## src/rtl/spi_slave_regs_if.sv

```systemverilog
// rtl/spi_slave_regs_if.sv - SPI pin bundle between an SPI master and spi_slave_regs
interface spi_slave_regs_if;
   logic spi_SCLK;
   logic spi_MOSI;
   logic spi_SS_n;
   logic spi_MISO;
   logic spi_MISO_oe;

   modport master (
      output spi_SCLK, spi_MOSI, spi_SS_n,
      input  spi_MISO, spi_MISO_oe
   );

   modport slave (
      input  spi_SCLK, spi_MOSI, spi_SS_n,
      output spi_MISO, spi_MISO_oe
   );
endinterface

```

## src/rtl/spi_slave_regs.sv

```systemverilog
// rtl/spi_slave_regs.sv - SPI mode-0 slave onto a 16x8 register file with a local write port
// Optional interrupt output enabled by defining SPI_SLAVE_IRQ_EN.
module spi_slave_regs (
   input  logic             clk_clk,
   input  logic             reset_reset_n,
   spi_slave_regs_if.slave  spi,
   input  logic             loc_we,
   input  logic [3:0]       loc_addr,
   input  logic [7:0]       loc_wdata,
   output logic [127:0]     regs_flat,
   output logic             wr_strobe,
   output logic [3:0]       wr_addr,
   output logic [7:0]       wr_data
`ifdef SPI_SLAVE_IRQ_EN
   ,
   output logic             irq_n,
   input  logic             irq_ack
`endif
);

   typedef enum logic [1:0] {IDLE, CMD, DATA} state_t;

   state_t      state;
   logic [1:0]  sclk_sync, mosi_sync, ss_sync;
   logic        sclk_prev, ss_prev;
   logic [2:0]  bit_cnt;
   logic [6:0]  rx_shift;
   logic [7:0]  tx_shift;
   logic [3:0]  addr;
   logic        is_write;
   logic [7:0]  regs [16];

   logic        sclk_rise, sclk_fall;
   logic [7:0]  rx_byte;

   assign sclk_rise = sclk_sync[1] & ~sclk_prev;
   assign sclk_fall = ~sclk_sync[1] & sclk_prev;
   assign rx_byte   = {rx_shift, mosi_sync[1]};

   always_comb begin
      regs_flat = '0;
      for (int i = 0; i < 16; i++) begin
         regs_flat[8*i +: 8] = regs[i];
      end
   end

   always_ff @(posedge clk_clk or negedge reset_reset_n) begin
      if (!reset_reset_n) begin
         sclk_sync <= 2'b00;
         mosi_sync <= 2'b00;
         ss_sync   <= 2'b11;
         sclk_prev <= 1'b0;
         ss_prev   <= 1'b1;
      end else begin
         sclk_sync <= {sclk_sync[0], spi.spi_SCLK};
         mosi_sync <= {mosi_sync[0], spi.spi_MOSI};
         ss_sync   <= {ss_sync[0], spi.spi_SS_n};
         sclk_prev <= sclk_sync[1];
         ss_prev   <= ss_sync[1];
      end
   end

   always_ff @(posedge clk_clk or negedge reset_reset_n) begin
      if (!reset_reset_n) begin
         state           <= IDLE;
         bit_cnt         <= 3'd0;
         rx_shift        <= 7'd0;
         tx_shift        <= 8'd0;
         addr            <= 4'd0;
         is_write        <= 1'b0;
         wr_strobe       <= 1'b0;
         wr_addr         <= 4'd0;
         wr_data         <= 8'd0;
         spi.spi_MISO    <= 1'b0;
         spi.spi_MISO_oe <= 1'b0;
         for (int i = 0; i < 16; i++) begin
            regs[i] <= 8'd0;
         end
      end else begin
         wr_strobe       <= 1'b0;
         spi.spi_MISO_oe <= ~ss_sync[1];
         // Local write first so a same-cycle SPI write to the same address overrides it.
         if (loc_we) begin
            regs[loc_addr] <= loc_wdata;
         end
         if (ss_sync[1]) begin
            state        <= IDLE;
            spi.spi_MISO <= 1'b0;
         end else begin
            case (state)
               IDLE: begin
                  if (ss_prev) begin
                     state        <= CMD;
                     bit_cnt      <= 3'd0;
                     spi.spi_MISO <= 1'b0;
                  end
               end
               CMD: begin
                  if (sclk_rise) begin
                     rx_shift <= rx_byte[6:0];
                     bit_cnt  <= bit_cnt + 3'd1;
                     if (bit_cnt == 3'd7) begin
                        state    <= DATA;
                        is_write <= rx_byte[7];
                        if (rx_byte[7]) begin
                           addr <= rx_byte[3:0];
                        end else begin
                           tx_shift <= regs[rx_byte[3:0]];
                           addr     <= rx_byte[3:0] + 4'd1;
                        end
                     end
                  end
               end
               DATA: begin
                  if (sclk_rise) begin
                     rx_shift <= rx_byte[6:0];
                     bit_cnt  <= bit_cnt + 3'd1;
                     if (bit_cnt == 3'd7) begin
                        if (is_write) begin
                           regs[addr] <= rx_byte;
                           wr_strobe  <= 1'b1;
                           wr_addr    <= addr;
                           wr_data    <= rx_byte;
                        end else begin
                           tx_shift <= regs[addr];
                        end
                        addr <= addr + 4'd1;
                     end
                  end else if (sclk_fall) begin
                     if (is_write) begin
                        spi.spi_MISO <= 1'b0;
                     end else begin
                        spi.spi_MISO <= tx_shift[7];
                        tx_shift     <= {tx_shift[6:0], 1'b0};
                     end
                  end
               end
               default: state <= IDLE;
            endcase
         end
      end
   end

`ifdef SPI_SLAVE_IRQ_EN
   always_ff @(posedge clk_clk or negedge reset_reset_n) begin
      if (!reset_reset_n) begin
         irq_n <= 1'b1;
      end else if (wr_strobe) begin
         irq_n <= 1'b0;
      end else if (irq_ack) begin
         irq_n <= 1'b1;
      end
   end
`endif

endmodule

```

## src/flat_wrapper.sv

```systemverilog
// flat-port wrapper written by rule: the top's interface ports become plain ports
module spi_slave_regs_flat 
  (clk_clk, reset_reset_n, loc_we, loc_addr, loc_wdata, regs_flat, wr_strobe, wr_addr, wr_data, spi_spi_SCLK, spi_spi_MOSI, spi_spi_SS_n, spi_spi_MISO, spi_spi_MISO_oe);
  spi_slave_regs_if spi_i ();
  input  logic clk_clk;
  input  logic reset_reset_n;
  input  logic loc_we;
  input  logic [3:0] loc_addr;
  input  logic [7:0] loc_wdata;
  output logic [127:0] regs_flat;
  output logic wr_strobe;
  output logic [3:0] wr_addr;
  output logic [7:0] wr_data;
  input wire logic [$bits(spi_i.spi_SCLK)-1:0] spi_spi_SCLK;
  input wire logic [$bits(spi_i.spi_MOSI)-1:0] spi_spi_MOSI;
  input wire logic [$bits(spi_i.spi_SS_n)-1:0] spi_spi_SS_n;
  output wire logic [$bits(spi_i.spi_MISO)-1:0] spi_spi_MISO;
  output wire logic [$bits(spi_i.spi_MISO_oe)-1:0] spi_spi_MISO_oe;
  assign spi_i.spi_SCLK = spi_spi_SCLK;
  assign spi_i.spi_MOSI = spi_spi_MOSI;
  assign spi_i.spi_SS_n = spi_spi_SS_n;
  assign spi_spi_MISO = spi_i.spi_MISO;
  assign spi_spi_MISO_oe = spi_i.spi_MISO_oe;
  spi_slave_regs u_core (.clk_clk(clk_clk), .reset_reset_n(reset_reset_n), .spi(spi_i), .loc_we(loc_we), .loc_addr(loc_addr), .loc_wdata(loc_wdata), .regs_flat(regs_flat), .wr_strobe(wr_strobe), .wr_addr(wr_addr), .wr_data(wr_data));
endmodule
```

## config.mk

```make
export PLATFORM = sky130hd
export DESIGN_NAME = spi_slave_regs_flat
export DESIGN_NICKNAME = d
export VERILOG_FILES = /design/src/rtl/spi_slave_regs_if.sv /design/src/rtl/spi_slave_regs.sv /design/src/flat_wrapper.sv
export SDC_FILE = /design/constraint.sdc
export NUM_CORES = 1
export LEC_CHECK = 0
export BUFFER_PORTS_ARGS = -buffer_cell sky130_fd_sc_hd__buf_4
export CORE_MARGIN = 4
export CORE_UTILIZATION = 52
export DETAILED_ROUTE_END_ITERATION = 8
export PLACE_DENSITY = 0.86
export REMOVE_ABC_BUFFERS = 1
export SYNTH_ARGS = -nofsm -noshare
export SYNTH_HDL_FRONTEND = slang
export SYNTH_SLANG_ARGS = --single-unit
```

## constraint.sdc

```tcl
create_clock -name clk_clk -period 1.9 [get_ports clk_clk]
set_input_delay 0.095 -clock clk_clk [delete_from_list [all_inputs] [get_ports clk_clk]]
set_output_delay 0.095 -clock clk_clk [all_outputs]
set_load 0.005 [all_outputs]
```

==> impl_results.md, run 1 <==
* Drt via density at 6.62
* CP Class: register to register
* Syn Area/Cell at 10.7 um^2
* Ranking of synthesized cells by area: dfrtp_1 41%, mux2i_1 13%, mux4_2 8.9%
* Clock Tree Buf Depth at 2
* Drt total wl at 40,100 um
* Fin crit share at 103%
* PortBufs at 160
* EDFF count, synth at 0
* Die footprint at 22,700 um^2
* FF-to-FF setup slack at -0.06 ns
* Area delta synth->final at 32.5%
* Worst r2r src: u_core.mosi_sync[1]$_DFF_PN0_
* Die W at 151 um
* Gate Count Post-Synth at 990
* Setup violators final at 8
* Clock sink count at 176
* Synth Cell Area at 10,600 um^2
* Overall Global Routing Usage at 34.8%
* CP startpoint kind: register
* Worst hold path depth at 3
* Root buf cell: clkbuf_16
* IO Count at 161
* Fill cells at 1,318
* Initial antenna violation count at 1
* Tightest Pin Transition at 0.920 ns
* Worst hold-check path type: input pin to register
* Slew margin rel. at 38.7%
* Maximum vdd drop at 782 uV
* RSZ-0062 raised after global routing: true
* Ant diodes at 0
* DP Wirelength at 27,300 um
* Fraction of layout cells with a size suffix above 1 at 39.4%
* Total grt overflow at 0
* Pwr dens at 1200 nW/um^2
* Pleak at 6.11 nW
* Drt drc at 0
* Worst hold start: loc_wdata[2]
* Worst-path fanout max at 5
* Final ANT Viol Nets at 0
* Dominant synthesized flop cell: dfrtp_1
* Vias in the first global route at 9,815
* Synth top cells by count: 173 x dfrtp_1, 141 x mux2i_1, 96 x nand2_1
* Number of CTS-inserted buffers at 17
* Status: finished with violations
* Critical Path RT at 2.21 ns
* Worst-path clk slew at 0.07 ns
* FFs w/ async S/R, synth at 100%
* CP endpoint kind: register
* First-pass GRT wire length at 58,900 um
* Final Hold Viols at 0
* H-tree levels at 4
* Worst r2r dst: u_core.tx_shift[7]$_DFFE_PN0P_
* Gpl congestion at 1.02
* # rows at 51
* Cell taking the most area after synthesis: dfrtp_1
* Clock Latency Late Sink at 0.44 ns
* Core area at 19,700 um^2
* Top-count cell post-synth: dfrtp_1
* Layout Skew at 0.00927 ns
* Post-route minimum period at 1.96 ns
* Unique masters post-synth at 62
* Via count at 9,968
* FF+latch count, synth at 176
* Max Fclk at 509 MHz
* Max Slew Vio Count at 0
* Tot Pwr at 16.9 mW
* MaxCap Viol Count at 0
* Largest net degree at the start of global routing at 49
* Failing checks: setup timing
* Initial Util at 53.7%
* TritonCTS clock tree: built
* Final #Nets at 1,257
* Starting DRC count in detailed routing at 1,343
* Chip Height at 151 um
* Layout Cells excl Fill at 1,505
* Sequential area share after synthesis at 41.6%
* Reg2reg path depth at 6
* Critical Path AT at 2.28 ns
* TritonRoute pass-1 iters at 6
* Final worst slack at -0.0631 ns
* Placed instance count at 1,449
* Routed WL per cell at 26.7 um
* Hold Path Sink: u_core.regs_flat[98]$_DFF_PN0_
* Synth top area share at 40.9%
* Synth warnings at 0
[logic make-up after synthesis]
family	count (synthesis)	share of synthesized area [%]
AOI/OAI and AO/OA	208	11.4
xor gates and xnor gates	3	0.248
adders and majority gates	12	1.42
buffers and inverters	102	4.94
DFF	176	41.6
muxes	229	28.9
and+or+nand+nor	260	11.5
[layer usage]
metal | track usage (%) | vias up | share of wire, % | routed length (um)
li1 | - | 4091 | - | -
met1 | 44.9 | 4819 | 35 | 14200
met2 | 55.5 | 855 | 47 | 18800
met3 | 9.63 | 203 | 12 | 4930
met4 | 15.2 | 0 | 5.5 | 2200
met5 | 0 | - | 0 | 0
[cell type report]
type / instances / area [um^2] / share of cell area, %
inverters: 10 / 37.5 / 0.268
multi-input cells: 712 / 5930 / 42.3
well taps: 265 / 332 / 2.36
clock inverters: 13 / 124 / 0.883
flip-flops and latches: 176 / 4410 / 31.5
repair buffers: 310 / 2740 / 19.5
clock buffers: 19 / 453 / 3.23
[report_power, final]
group	switching, mW	internal [mW]	total (mW)
Sequential	1.33	4.59	5.92
Combinational	3.65	3.85	7.50
Clock	1.68	1.80	3.48
Total	6.66	10.2	16.9
[how the worst max path moves through the flow]
| stage | from | endpoint | cells past startpoint |
|---|---|---|---|
| after floorplan | u_core.mosi_sync[1]$_DFF_PN0_ | u_core.tx_shift[7]$_DFFE_PN0P_ | 4 |
| after global placement | u_core.bit_cnt[0]$_DFFE_PN0P_ | u_core.regs_flat[87]$_DFF_PN0_ | 7 |
| after detailed placement | u_core.bit_cnt[1]$_DFFE_PN0P_ | u_core.regs_flat[86]$_DFF_PN0_ | 8 |
| after CTS | u_core.mosi_sync[1]$_DFF_PN0_ | u_core.tx_shift[7]$_DFFE_PN0P_ | 5 |
| after global routing | u_core.bit_cnt[0]$_DFFE_PN0P_ | u_core.tx_shift[2]$_DFFE_PN0P_ | 9 |
| final | u_core.mosi_sync[1]$_DFF_PN0_ | u_core.tx_shift[7]$_DFFE_PN0P_ | 6 |
[repair_timing]
action / in CTS / in global routing
hold endpoints to repair: 112 / 0
pin swaps: 3 / 16
gates cloned: 1 / 4
setup endpoints to repair: 68 / 129
setup buffers: 10 / 5
gates resized for setup: 28 / 61
hold buffers: 4 / 0
[cells in the final DEF, fill, tap and decap left out, drive strengths merged, types with 17 or more instances in the layout]
master / n
dfrtp: 173
clkbuf: 22
mux2: 36
a21oi: 74
inv: 17
mux2i: 141
nand2: 96
mux4: 52
buf: 303
o21ai: 79
nor2: 89
[critical path, stage by stage, from the launching register on]
cell,delay (ns)
dfrtp_2,0.47
buf_6,0.15
buf_16,0.12
mux4_2,0.49
mux4_2,0.46
nand2_1,0.08
o211ai_1,0.07
[registers in the layout (all words and copies together), names as in the netlist, 2 cells and up]
name              count
u_core.sclk_sync      2
u_core.wr_addr        4
u_core.tx_shift       8
u_core.regs_flat    128
u_core.bit_cnt        3
u_core.addr           4
u_core.ss_sync        2
u_core.rx_shift       7
u_core.state          2
u_core.wr_data        8
u_core.mosi_sync      2
[per-stage QoR]
stage	util, %	setup TNS [ns]	setup WS, ns	instance area [um^2]	hold WS [ns]
6_report	71.1	-0.254	-0.0631	14000	0.0853
5_1_grt	71.1	-1.19	-0.118	14000	0.0779
4_1_cts	69.4	-0.0621	-0.0621	13700	0.0732
3_5_place_dp	65.2	-1.64	-0.124	12800	0.0508
3_3_place_gp	65.2	-0.547	-0.0618	12800	0.0470
2_1_floorplan	-	-100.39	-1.23	10100	-0.201
(Power assumes the default switching activity.)
==> inputs of run 2 (changes only) <==
--- a/config.mk
+++ b/config.mk
@@ -5,11 +5,12 @@
 export SDC_FILE = /design/constraint.sdc
 export NUM_CORES = 1
 export LEC_CHECK = 0
-export BUFFER_PORTS_ARGS = -buffer_cell sky130_fd_sc_hd__buf_4
+export BUFFER_PORTS_ARGS = -buffer_cell sky130_fd_sc_hd__buf_2
 export CORE_MARGIN = 4
 export CORE_UTILIZATION = 52
 export DETAILED_ROUTE_END_ITERATION = 8
 export PLACE_DENSITY = 0.86
+export RECOVER_POWER = 25
 export REMOVE_ABC_BUFFERS = 1
 export SYNTH_ARGS = -nofsm -noshare
 export SYNTH_HDL_FRONTEND = slang
==> run 2 against run 1 <==
Effect of this change:
- largest cell class unchanged
- power fell by 3.3%
- clock skew rose by 0.00091 ns
- core utilization fell by 3.3 points
- first-iteration DRC count rose by 21%
- maximum frequency fell by 2.6%
- cell area fell by 4.7%
- worst setup slack got worse by 0.052 ns
- highest routed layer unchanged
- sequential share of layout area rose by 1.5 points
- the run still ends with setup timing left
- critical endpoint is now u_core.tx_shift[4]$_DFFE_PN0P_
==> impl_results.md, run 2 (same netlist as run 1, synthesis figures left out) <==
* Status: finished with violations
* Failing checks: setup timing
* Starting DRC count in detailed routing at 1,631 (+21%)
* Tightest Pin Transition at 1.33 ns (+0.411 ns)
* H-tree levels at 4 (unchanged)
* Worst hold path depth at 3 (unchanged)
* Worst-path fanout max at 5 (unchanged)
* Overall Global Routing Usage at 33.7% (-1.1 points)
* Final worst slack at -0.115 ns (-0.0523 ns)
* Die footprint at 22,700 um^2 (unchanged)
* Number of CTS-inserted buffers at 17 (unchanged)
* Worst hold-check path type: input pin to register
* # rows at 51 (unchanged)
* Chip Height at 151 um (unchanged)
* Max reg flops at 128 (unchanged)
* First-pass GRT wire length at 57,400 um (-2.5%)
* Setup violators final at 8 (unchanged)
* Layout Utilization at 67.8% (-3.3 points)
* Initial antenna violation count at 0 (-1)
* Root buf cell: clkbuf_16
* Critical Path AT at 2.32 ns (+0.04 ns)
* Slew margin rel. at 11.3% (-27 points)
* Ant diodes at 0 (unchanged)
* Drt drc at 0 (unchanged)
* Max Slew Vio Count at 0 (unchanged)
* Vias in the first global route at 9,698 (-1.2%)
* Largest net degree at the start of global routing at 56 (+14%)
* Drt via density at 6.79 (+2.5%)
* PortBufs at 160 (unchanged)
* CP Class: register to register
* Worst-path clk slew at 0.07 ns (about the same)
* Placed instance count at 1,429 (-1.4%)
* Worst r2r dst: u_core.tx_shift[4]$_DFFE_PN0P_
* Maximum vdd drop at 770 uV (-1.6%)
* Worst hold start: loc_wdata[3]
* DP Area at 12,300 um^2 (-3.9%)
* Clock Tree Buf Depth at 2 (unchanged)
* Most frequent cells in the layout: 170 x dfrtp_1, 160 x buf_2, 141 x mux2i_1, 96 x nand2_1, 87 x buf_4
* MaxCap Viol Count at 0 (unchanged)
* Post-route minimum period at 2.02 ns (+0.0523 ns)
* Final ANT Viol Nets at 0 (unchanged)
* Fin area at 13,400 um^2 (-4.7%)
* Fraction of layout cells with a size suffix above 1 at 36.2% (-3.2 points)
* Fin crit share at 106% (+2.8 points)
* Die W at 151 um (unchanged)
* Layout Skew at 0.0102 ns (+0.000907 ns)
* Total grt overflow at 0 (unchanged)
* Max Fclk at 496 MHz (-2.6%)
* RSZ-0062 raised after global routing: true
* TritonRoute pass-1 iters at 6 (unchanged)
* Pleak at 5.85 nW (-4.3%)
* Layout Cells excl Fill at 1,484 (-1.4%)
* Drt total wl at 39,500 um (-1.6%)
* FF-to-FF setup slack at -0.12 ns (-0.05 ns)
* Gpl congestion at 0.978 (-4.6%)
* Core area at 19,700 um^2 (unchanged)
* Pwr dens at 1220 nW/um^2 (+1.4%)
* Final #Nets at 1,237 (-1.6%)
* Routed WL per cell at 26.6 um (-0.19%)
* Via count at 10.1k (+1.1%)
* Clock Latency Late Sink at 0.44 ns (about the same)
* Final Hold Viols at 0 (unchanged)
* Hold Path Sink: u_core.regs_flat[99]$_DFF_PN0_
* Initial Util at 53.7% (unchanged)
* TritonCTS clock tree: built
* Critical Path RT at 2.20 ns (about the same)
* Area delta synth->final at 26.3%
* Clock sink count at 176 (unchanged)
* IO Count at 161 (unchanged)
* Reg2reg path depth at 6 (unchanged)
* CP endpoint kind: register
* CP startpoint kind: register
* DP Wirelength at 26,300 um (-3.7%)
* Worst r2r src: u_core.mosi_sync[1]$_DFF_PN0_
* Most common cell after layout, fill and taps aside: dfrtp_1
## run 2: cell count changes in the layout (fill, tap and decap cells not counted), sizes merged
cell	previous run	this run
buf	303	280
clkbuf	22	27
inv	17	14
clkinv	5	3
bufinv	0	1
clkinvlp	1	2
## run 2: power by group
group | total [mW] | switching (mW) | internal, mW
sequential | 5.84 | 1.24 | 4.59
clock | 3.51 | 1.59 | 1.92
combinational | 6.99 | 3.58 | 3.41
total | 16.3 | 6.42 | 9.93
## run 2: worst max path at each step
stage | endpoint | depth (start not counted) | startpoint | slack [ns]
6_report | u_core.tx_shift[4]$_DFFE_PN0P_ | 6 | u_core.mosi_sync[1]$_DFF_PN0_ | -0.12
5_1_grt | u_core.tx_shift[6]$_DFFE_PN0P_ | 7 | u_core.addr[0]$_DFFE_PN0P_ | -0.19
4_1_cts | u_core.tx_shift[1]$_DFFE_PN0P_ | 6 | u_core.mosi_sync[1]$_DFF_PN0_ | -0.02
3_5_place_dp | u_core.addr[2]$_DFFE_PN0P_ | 8 | u_core.bit_cnt[0]$_DFFE_PN0P_ | -0.12
3_3_place_gp | u_core.regs_flat[126]$_DFF_PN0_ | 9 | u_core.bit_cnt[0]$_DFFE_PN0P_ | 0.02
2_1_floorplan | u_core.tx_shift[7]$_DFFE_PN0P_ | 4 | u_core.mosi_sync[1]$_DFF_PN0_ | -1.23
## run 2: worst max-delay path: stages (launching register included)
cell and delay (ns):
dfrtp_2 0.46, buf_6 0.13, clkbuf_16 0.15, mux4_2 0.51, mux4_2 0.48, nand2_1 0.07, nand3_1 0.09
## run 2: area by class of cell
class	count	area [um^2]
Fill cell	1360	6350
Multi-Input combinational cell	712	5820
Sequential cell	176	4410
Timing Repair Buffer	290	2200
Clock buffer	21	470
Tap cell	265	332
Clock inverter	10	101
Inverter	10	37.5
## run 2: per-stage QoR
stage | setup WS, ns | power [mW] | hold WS, ns | setup TNS, ns
after detailed placement | -0.125 | 12.2 | 0.0744 | -2.35
after CTS | -0.0185 | 15.9 | 0.128 | -0.0296
after floorplan | -1.23 | 8.97 | -0.201 | -100.39
final | -0.115 | 16.3 | 0.143 | -0.501
after global placement | 0.0169 | 12.0 | 0.0696 | 0
after global routing | -0.188 | 16.9 | 0.159 | -2.04
## run 2: layer usage
metal | part of all wire (%) | vias to the layer above | global-route usage, %
met5 | 0 | - | 0
met4 | 6.4 | 0 | 17.0
met3 | 13 | 238 | 9.75
met2 | 46 | 935 | 53.7
met1 | 34 | 4857 | 42.2
li1 | - | 4043 | -
## run 2: what timing repair did
action / CTS / global route
hold buffers: 4 / 0
gates resized for setup: 9 / 41
cloned: 1 / 5
pin swaps: 3 / 9
setup buffers: 6 / 8
hold endpoints to repair: 47 / 0
endpoints found under the setup margin: 91 / 128
